===== src/rtl/regfile_wb_arbiter.sv =====
// Write-port arbiter for the register file: the pipeline WB stage always wins, and MDU results queue in a FIFO.
// A busy scoreboard tracks MDU destinations in flight. Define WB_ARB_ANTISTARVE_EN to build the stall_wb wait counter.
module regfile_wb_arbiter #(
  parameter int DEPTH    = 2,
  parameter int MAX_WAIT = 4
) (
  input  logic                       clk,
  input  logic                       reset_n,
  input  logic                       pipe_we,
  input  logic [4:0]                 pipe_rd,
  input  logic [31:0]                pipe_data,
  input  logic                       mdu_issue_valid,
  input  logic [4:0]                 mdu_issue_rd,
  output logic                       mdu_issue_ready,
  input  logic                       mdu_res_valid,
  input  logic [4:0]                 mdu_res_rd,
  input  logic [31:0]                mdu_res_data,
  output logic                       mdu_res_ready,
  output logic                       rf_we3,
  output logic [4:0]                 rf_addr3,
  output logic [31:0]                rf_write3,
  input  logic [4:0]                 q_rs1,
  input  logic [4:0]                 q_rs2,
  output logic                       busy_rs1,
  output logic                       busy_rs2,
  output logic                       stall_wb,
  output logic [$clog2(DEPTH+1)-1:0] fifo_level
);

  localparam int PTR_W = (DEPTH > 1) ? $clog2(DEPTH) : 1;
  localparam int LVL_W = $clog2(DEPTH + 1);

  if (DEPTH < 1 || MAX_WAIT < 1) begin : g_cfg_check
    $error("regfile_wb_arbiter: DEPTH and MAX_WAIT must be at least 1");
  end

  logic [31:0]      busy;
  logic [31:0]      busy_next;
  logic [4:0]       rd_mem   [DEPTH];
  logic [31:0]      data_mem [DEPTH];
  logic [PTR_W-1:0] wr_ptr;
  logic [PTR_W-1:0] rd_ptr;
  logic [LVL_W-1:0] level;
  logic             push;
  logic             pop;
  logic             issue_fire;
  logic             sel_valid;
  logic [4:0]       sel_rd;
  logic [31:0]      sel_data;
  logic [4:0]       head_rd;
  logic [31:0]      head_data;

  assign head_rd         = rd_mem[rd_ptr];
  assign head_data       = data_mem[rd_ptr];
  assign mdu_res_ready   = (level != LVL_W'(DEPTH));
  assign push            = mdu_res_valid && mdu_res_ready;
  assign mdu_issue_ready = !busy[mdu_issue_rd];
  assign issue_fire      = mdu_issue_valid && mdu_issue_ready;
  assign busy_rs1        = busy[q_rs1];
  assign busy_rs2        = busy[q_rs2];
  assign fifo_level      = level;

  always_comb begin
    sel_valid = 1'b0;
    sel_rd    = '0;
    sel_data  = '0;
    pop       = 1'b0;
    if (pipe_we) begin
      sel_valid = 1'b1;
      sel_rd    = pipe_rd;
      sel_data  = pipe_data;
    end else if (level != '0) begin
      sel_valid = 1'b1;
      sel_rd    = head_rd;
      sel_data  = head_data;
      pop       = 1'b1;
    end
  end

  // A head entry addressed to x0 still pops, but it never reaches the port.
  assign rf_we3    = sel_valid && (sel_rd != '0);
  assign rf_addr3  = rf_we3 ? sel_rd : '0;
  assign rf_write3 = rf_we3 ? sel_data : '0;

  // The clear is applied before the set, so a set wins on the same register.
  always_comb begin
    busy_next = busy;
    if (pop) busy_next[head_rd] = 1'b0;
    if (issue_fire) busy_next[mdu_issue_rd] = 1'b1;
    busy_next[0] = 1'b0;
  end

  always_ff @(posedge clk or negedge reset_n) begin
    if (!reset_n) busy <= '0;
    else          busy <= busy_next;
  end

  always_ff @(posedge clk) begin
    if (push) begin
      rd_mem[wr_ptr]   <= mdu_res_rd;
      data_mem[wr_ptr] <= mdu_res_data;
    end
  end

  always_ff @(posedge clk or negedge reset_n) begin
    if (!reset_n) begin
      wr_ptr <= '0;
      rd_ptr <= '0;
      level  <= '0;
    end else begin
      if (push) wr_ptr <= (wr_ptr == PTR_W'(DEPTH - 1)) ? '0 : wr_ptr + 1'b1;
      if (pop)  rd_ptr <= (rd_ptr == PTR_W'(DEPTH - 1)) ? '0 : rd_ptr + 1'b1;
      if (push && !pop)      level <= level + 1'b1;
      else if (pop && !push) level <= level - 1'b1;
    end
  end

`ifdef WB_ARB_ANTISTARVE_EN
  localparam int CNT_W = $clog2(MAX_WAIT + 1);

  logic [CNT_W-1:0] wait_cnt;
  logic             stall_q;

  always_ff @(posedge clk or negedge reset_n) begin
    if (!reset_n) begin
      wait_cnt <= '0;
      stall_q  <= 1'b0;
    end else begin
      if (pop || level == '0)
        wait_cnt <= '0;
      else if (pipe_we && wait_cnt != CNT_W'(MAX_WAIT))
        wait_cnt <= wait_cnt + 1'b1;
      if (pop)
        stall_q <= 1'b0;
      else if (wait_cnt == CNT_W'(MAX_WAIT))
        stall_q <= 1'b1;
    end
  end

  assign stall_wb = stall_q;
`else
  assign stall_wb = 1'b0;
`endif

endmodule


===== config.mk =====
export PLATFORM = sky130hd
export DESIGN_NAME = regfile_wb_arbiter
export DESIGN_NICKNAME = d
export VERILOG_FILES = /design/src/rtl/regfile_wb_arbiter.sv
export SDC_FILE = /design/constraint.sdc
export NUM_CORES = 1
export LEC_CHECK = 0
export CORE_UTILIZATION = 54
export DETAILED_ROUTE_END_ITERATION = 10
export GPL_TIMING_DRIVEN = 0
export MAX_ROUTING_LAYER = met4
export PLACE_DENSITY = 0.94
export SYNTH_ARGS = -nofsm -noshare
export SYNTH_HDL_FRONTEND = slang
export SYNTH_SLANG_ARGS = --single-unit

===== constraint.sdc =====
create_clock -name clk -period 6.3 [get_ports clk]
set_input_delay 0.63 -clock clk [delete_from_list [all_inputs] [get_ports clk]]
set_output_delay 0.63 -clock clk [all_outputs]
set_load 0.02 [all_outputs]

## Word-level counts from Yosys, hierarchy flattened

Memories as Yosys holds them, arrays and structs flattened.
Cells that the tools add are included.
W data, S select, Z words.

| storage, ports and cells | value |
|---|---|
| memory bits (writable) | 74 |
| register bits | 35 |
| memories | 2 |
| input bits | 94 |

| cells by class | value |
|---|---|
| bitwise logic cells | 3 |
| magnitude comparators | 6 |
| reductions and logical operators | 13 |
| muxes and demuxes | 27 |
| add/sub/neg operators | 4 |
| equal/unequal tests | 1 |

Memories:

| memory | words | bits a word | read ports | clocked after memory_dff | wr ports | line | RTL |
|---|---|---|---|---|---|---|---|
| data_mem | 2 | 32 | 1 | 0 | 1 | 40 | `logic [31:0] data_mem [DEPTH];` |
| rd_mem | 2 | 5 | 1 | 0 | 1 | 39 | `logic [4:0] rd_mem [DEPTH];` |

Operators with widths:

| cell | number |
|---|---|
| $mux W32 | 5 |
| $and A32 B32 Y32 | 1 |
| $not A32 Y32 | 1 |
| $or A32 B32 Y32 | 1 |
| $lt A5 B6 Y1 const B | 4 |
| $bmux W1 S5 | 3 |
| $mux W5 | 3 |
| $mux W1 | 12 |
| $demux W1 S5 | 2 |
| $ge A5 B1 Y1 const B | 2 |
| $logic_and A1 B1 Y1 | 7 |
| $reduce_bool A5 Y1 | 1 |
| $mux W2 | 2 |
| $reduce_bool A2 Y1 | 2 |
| $logic_not A1 Y1 | 3 |
| $add A1 B1 Y1 const B | 2 |
| $add A2 B1 Y2 const B | 1 |
| $ne A2 B2 Y1 const B | 1 |
| $sub A2 B1 Y2 const B | 1 |

## Logic depth before layout (Yosys ltp)

An unclocked memory read counts as a cell.

| logic depth | value |
|---|---|
| word-level depth | 10 |
| gate-level depth with buffers | 7 |
| mapped depth without buffers | 7 |

## Least setup slack after synthesis

OpenSTA, ideal clock, no wires.

| timing | value |
|---|---|
| path type | register to register |
| start | register level[0], in the netlist fifo_level[0] |
| end | memory data_mem[0][0] (enable) |
| stages on the path, launching flop included | 4 |
| arrival time | 2,518 ps |
| required time | 5,869 ps |
| setup slack | 3,350 ps |
| clock period less this slack | 2,950 ps |
| setup time | 431 ps |
| path through | dfrtp_1 -> nand2b_1 -> nand2_1 -> nor2_1 |

| between the ends | value |
|---|---|
| word-level cells in the longest chain between the ends | 4 |

Ends and longest elaborated chain:

| element | line | RTL |
|---|---|---|
| start: declaration | 43 | `logic [LVL_W-1:0] level;` |
| start signal: assignment | 113 | `if (push && !pop) level <= level + 1'b1;` |
| start signal: assignment | 114 | `else if (pop && !push) level <= level - 1'b1;` |
| $ne A2 B2 Y1 | 55 | `assign mdu_res_ready = (level != LVL_W'(DEPTH));` |
| named net mdu_res_ready | 18 | `output logic mdu_res_ready,` |
| $logic_and A1 B1 Y1 | 56 | `assign push = mdu_res_valid && mdu_res_ready;` |
| $mux W1 | 99 | `if (push) begin` |
| $mux W1 (implied by the code) | 101 | `data_mem[wr_ptr] <= mdu_res_data;` |
| end: declaration | 40 |  |

The timed path passes the listed nets, and every way through them passes these cells.

## Final worst setup path

| timing | value |
|---|---|
| start | input mdu_issue_rd[0] |
| end | output mdu_issue_ready |

| between the ends | value |
|---|---|
| word-level cells in the longest chain between the ends | 3 |

Ends and longest elaborated chain:

| element | line | RTL |
|---|---|---|
| start: declaration | 13 | `input logic [4:0] mdu_issue_rd,` |
| $bmux W1 S5 | 57 | `assign mdu_issue_ready = !busy[mdu_issue_rd];` |
| $mux W1 (implied by the code) | 57 |  |
| $logic_not A1 Y1 | 57 |  |
| end: declaration | 14 | `output logic mdu_issue_ready,` |

Every way passes these cells. The select of a mux whose other input is x is not followed.

==> impl_metrics.csv <==
group,metric,value,unit
cells_and_area,n_antenna_cell,0,
critical_path,cp_cell_sequence,"clkdlybuf4s50_1 > buf_1 > mux4_2 > mux2i_1 > mux2i_1 > a221oi_2 > clkdlybuf4s50_1",
route,vias,4988,
cells_and_area,seq_area,0.00310,mm²
critical_path,critical_path_class,"in -> out",
placement,dp_slack,2150,ps
floorplanning,initial_core_util,55.8,%
yosys,syn_inst,494,
global_route,grt_pass1_wl,26.3,mm
yosys,synth_xor_area_share,0.761,%
cells_and_area,multiInputGateArea,0.00249,mm²
sta,setup_tns,0,ps
clocking,cts-root-buf,"clkbuf_8",
pwr,intPower,0.00173,W
yosys,synth_edf_count,74,
route,ant_nets,0,
yosys,synthArstFlopShare,32.1,%
critical_path,cp.arrival,3580,ps
min_path,hold_path.class,"in -> async",
route,drt-initial-drc-count,530,
yosys,ys_ff_latch,109,
sta,report.final.slew_viol_count,0,
yosys,ys_seq_area_share,53.8,%
yosys,netlist.area_leader.share,38.6,%
placement,finalWeightedCongestion,0.939,
yosys,synth_flop_cell,"edfxtp_1",
global_route,grt_pass1_vias,4989,
pwr,p_leak,2.77,nW
yosys,synthDistinctLibCells,52,
placement,dp_hpwl,12.0,mm
cells_and_area,final.fill_count,633,
clocking,cts_buffers,9,
sta,fmax,238,MHz
clocking,tritoncts,"built",
critical_path,critPathSlowestCell,"clkdlybuf4s50_1",
global_route,overflow,0,
clocking,clk_pin_slew,110,ps
cells_and_area,drive_above_1_share,9.49,%
job,maxCapViolations,0,
yosys,ys_top_cells_by_count,"nor2_1, edfxtp_1, mux2i_1",
clocking,clock-sinks,109,
clocking,cts.repair.resized,0,
pwr,peakVddDrop,272,µV
yosys,synthesis.nets,589,
sta,worstMarginPinSlew,924,ps
yosys,synth_fa_ha_area_share,0.217,%
route,routed_wirelength,16.9,mm
pwr,switching_share,40.0,%
sta,finalCritPeriodShare,66.8,%
placement,portBuffers,132,
yosys,synth_top_family_by_area,"multiplexers",
pwr,pwr-share-comb,44.5,%
floorplanning,die_x,105,µm
clocking,clockBufferDepth,2,
sta,relSlewSlack,38.4,%
yosys,yosys_warnings,0,
run_status,status,"finished, final reports clean",
cells_and_area,fin_cells,779,
floorplanning,io_pins,139,
floorplanning,die_h,105,µm
clocking,hold_buffers,0,
yosys,yosysMostFrequentCell,"nor2_1",
pwr,pwr_density_cell,387,mW/mm²
placement,dp.cells,763,
floorplanning,row_count,37,
cells_and_area,fin_area,0.00746,mm²
sta,setup_viol,0,
yosys,synthMuxAreaShare,15.8,%
clocking,clk_latency,370,ps
floorplanning,coreArea,0.0103,mm²
sta,final_hold_viol_count,0,
critical_path,startpoint_type,"input port",
sta,rsz0062_at_grt,"no",
clocking,htreeDepth,3,
sta,period_minus_slack,4210,ps
clocking,post-cts-setup-buffers,0,
critical_path,startpoint,"mdu_issue_rd[0]",
yosys,synthesis.area,0.00576,mm²
critical_path,cp_max_fo,10,
sta,setup_ws,2090,ps
yosys,yosys.area.top_type,"edfxtp_1",
yosys,syn_area_per_cell,11.7,µm²
cells_and_area,post-route-util,72.3,%
cells_and_area,area_growth,29.6,%
critical_path,required,5670,ps
yosys,synth_area_leaders,"edfxtp_1, dfrtp_1, mux2i_1",
sta,fin_skew,12.2,ps
global_route,grtUsageTotal,31.9,%
route,post-route-drc-count,0,
yosys,synthSimpleGateAreaFrac,11.3,%
floorplanning,die_area,0.0111,mm²
global_route,grt_max_degree,38,
critical_path,end_kind,"output pin",
pwr,p_clk_share,14.4,%
pwr,p_sw,0.00115,W
route,vias_per_cell,6.40,
placement,dpl-instance-area,0.00727,mm²
route,post_drt_wl_per_cell,21.8,µm
cells_and_area,nets,733,
pwr,seq_power_share,41.1,%
global_route,antenna_found_initial,0,
critical_path,regToRegStartpoint,"rd_ptr",
route,drtPass1Iterations,5,
yosys,synth_compound_area_share,14.9,%
critical_path,slowest_delay,660,ps
## cells in the final DEF (no fill, tap or decap), types with 6 or more instances in the layout
master	Yosys	final
clkdlybuf4s50_1	0	131
nor2_1	76	75
edfxtp_1	74	74
mux2i_1	54	54
a21oi_1	35	35
dfrtp_1	35	35
o21ai_0	30	30
clkbuf_1	21	21
o31ai_1	21	21
mux4_2	15	15
o21ai_1	13	13
nand2_1	11	11
buf_2	8	9
o31ai_2	9	9
clkbuf_8	0	9
nor3b_1	7	7
nand3b_1	7	7
and3b_1	6	6
inv_1	6	6
nand3_1	6	6
## stage by stage
step	power (W)	hold WS, ps
final	0.00289	331
after global routing	0.00301	384
after CTS	0.00286	357
after detailed placement	0.00244	520
after global placement	0.00236	479
after floorplan	0.00194	334
## worst max-delay path, delay by kind of cell
kind,cells,cell delay [ps]
buf+inv,3,1730
mux,3,850
compound gates,1,360
## cell families after synthesis
kind of cell | Yosys count
flops | 109
buf+inv | 43
xor+xnor | 5
simple gates | 132
compound gates | 131
other cells | 1
fa+ha+maj | 1
mux | 72
## layer usage
metal  wire (µm)  vias up  part of all wire, %  global-route usage, %
met2        8560      361                   50                   54.8
met4         488        0                  2.9                   11.1
met5           0        -                    0                      -
met3        1700       55                   10                   5.69
met1        6200     2411                   37                   37.9
li1            -     2161                    -                      -
## registers in the layout (all words and copies together) (netlist names)
| signal | count |
|---|---|
| rd_ptr | 1 |
| wr_ptr | 1 |
| busy | 31 |
| data_mem | 64 |
| fifo_level | 2 |
| rd_mem | 10 |
## area by class of cell
class | count | area share [%]
Timing Repair Buffer | 133 | 17.9
Inverter | 8 | 0.403
Multi-Input combinational cell | 342 | 33.3
Sequential cell | 109 | 41.5
Buffer | 35 | 2.05
Clock buffer | 9 | 1.66
Clock inverter | 7 | 0.839
Tap cell | 136 | 2.28
## worst paths after layout
| check | to | slack (ps) | cells past startpoint |
|---|---|---|---|
| worst min register to register | fifo_level[1] | 530 | 1 |
| worst max-delay path | mdu_issue_ready | 2090 | 7 |
| worst max register to register | busy[10] | 4110 | 6 |
| worst min-delay path | busy[13] | 330 | 1 |
| min in group clk | fifo_level[1] | 530 | 1 |
| max in group asynchronous | busy[16] | 5460 | 1 |
## power by group through the flow
stage          logic, W  registers [W]  clock network, W
4_1_cts         0.00127        0.00118          0.000411
2_1_floorplan  0.000814        0.00113                 0
5_1_grt         0.00137        0.00120          0.000438
3_5_place_dp    0.00125        0.00119                 0
6_report        0.00128        0.00119          0.000415
3_3_place_gp    0.00119        0.00117                 0
(Power assumes the default switching activity.)
==> patch (same settings) <==
Change the parameter `DEPTH` from 2 to 4.
--- a/src/rtl/regfile_wb_arbiter.sv
+++ b/src/rtl/regfile_wb_arbiter.sv
@@ -3,3 +3,3 @@
 module regfile_wb_arbiter #(
-  parameter int DEPTH    = 2,
+  parameter int DEPTH    = 4,
   parameter int MAX_WAIT = 4
Interface: changed (resized fifo_level); port bits go from 139 to 140. The function was not compared with the original's and may differ.
==> patch against the original RTL <==
Worst hold slack got worse by 0.019 ns; wire length is 27% higher; sequential power up 55%; sequential cell count up 77; cell area increased by 43%; core utilization shrank 2.4 points; via count grew 15%; final cell count grew 16%; setup slack worse by 0.24 ns; non-clock buffer count is 2 higher; area after synthesis rose by 47%; power rose by 61%; critical path type is now reg2out.
==> patch: results (changes against the original RTL) <==
Filler Cell Count 938 (was 633); number of synthesized flops with an enable pin 148 (was 74); drt pass-1 iters 7 (was 5); HPWL Detailed 14.4 mm (was 12.0 mm); status finished clean (unchanged); crit path DAT 3.82 ns (was 3.58 ns); syn_nets 626 (was 589); Compound-Gate Fraction of Synth Area 8.62% (was 14.9%); Clock Latency Late Sink 0.43 ns (was 0.37 ns); worst slack at placement 2.22 ns (was 2.15 ns); worst r2r path cells 10 (was 6); vias in the first global route 5,949 (was 4,989); Flop+latch power 1850 uW (was 1190 uW); Hold Worst Slack 0.313 ns (was 0.331 ns); # H-tree levels 4 (was 3); Synth Area in XOR/XNOR 0.311% (was 0.761%); top cells by count, synth edfxtp_1, o21ai_0, mux4_2 (was nor2_1, edfxtp_1, mux2i_1); Layout Nets 781 (was 733); CTS Buf Count 17 (was 9); combinational power share 38.5% (was 44.5%); RR Endpoint fifo_level[2]$_DFFE_PN0P_ (was busy[10]$_DFF_PN0_); post-DR wirelength/cell 23.9 um (was 21.8 um); initial detailed-routing violation count 538 (was 530); Setup crit end rf_write3[24] (was mdu_issue_ready); vias 5,716 (was 4,988); ys async rst share 20.4% (was 32.1%); Setup crit start rd_ptr[1]$_DFFE_PN0N_ (was mdu_issue_rd[0]); Cells after DPL 872 (was 763); Root Buffer clkbuf_16 (was clkbuf_8); sequential area share after synthesis 63.9% (was 53.8%); slowest CP cell mux4_1 (was clkdlybuf4s50_1)
-- patch: cell types whose count changed after synthesis, moves of 31 or more --
cell / before / now
nor2_1: 76 / 42
mux4_2: 15 / 51
mux2i_1: 54 / 10
a21oi_1: 35 / 4
a22oi_1: 1 / 32
edfxtp_1: 74 / 148
-- patch: layout make-up --
| type | instances | area, um2 | share of cell area, % |
|---|---|---|---|
| plain buffers | 34 | 164 | 1.54 |
| repair buffers | 136 | 1400 | 13.1 |
| clock buffers | 20 | 437 | 4.09 |
| inverters | 4 | 15.0 | 0.141 |
| multi-input cells | 301 | 2880 | 27.0 |
| clock inverters | 11 | 114 | 1.07 |
| well taps | 211 | 264 | 2.48 |
| flip-flops and latches | 186 | 5400 | 50.6 |
| diodes | 1 | 2.50 | 0.0235 |
-- patch: per-layer routing --
layer  vias to the layer above  global-route usage [%]  routed length (um)
met4                         0                    12.4                 667
met2                       373                    47.1               10900
met3                        46                    7.37                2000
met1                      2858                    33.4                8000
met5                         -                       -                   0
li1                       2439                       -                   -
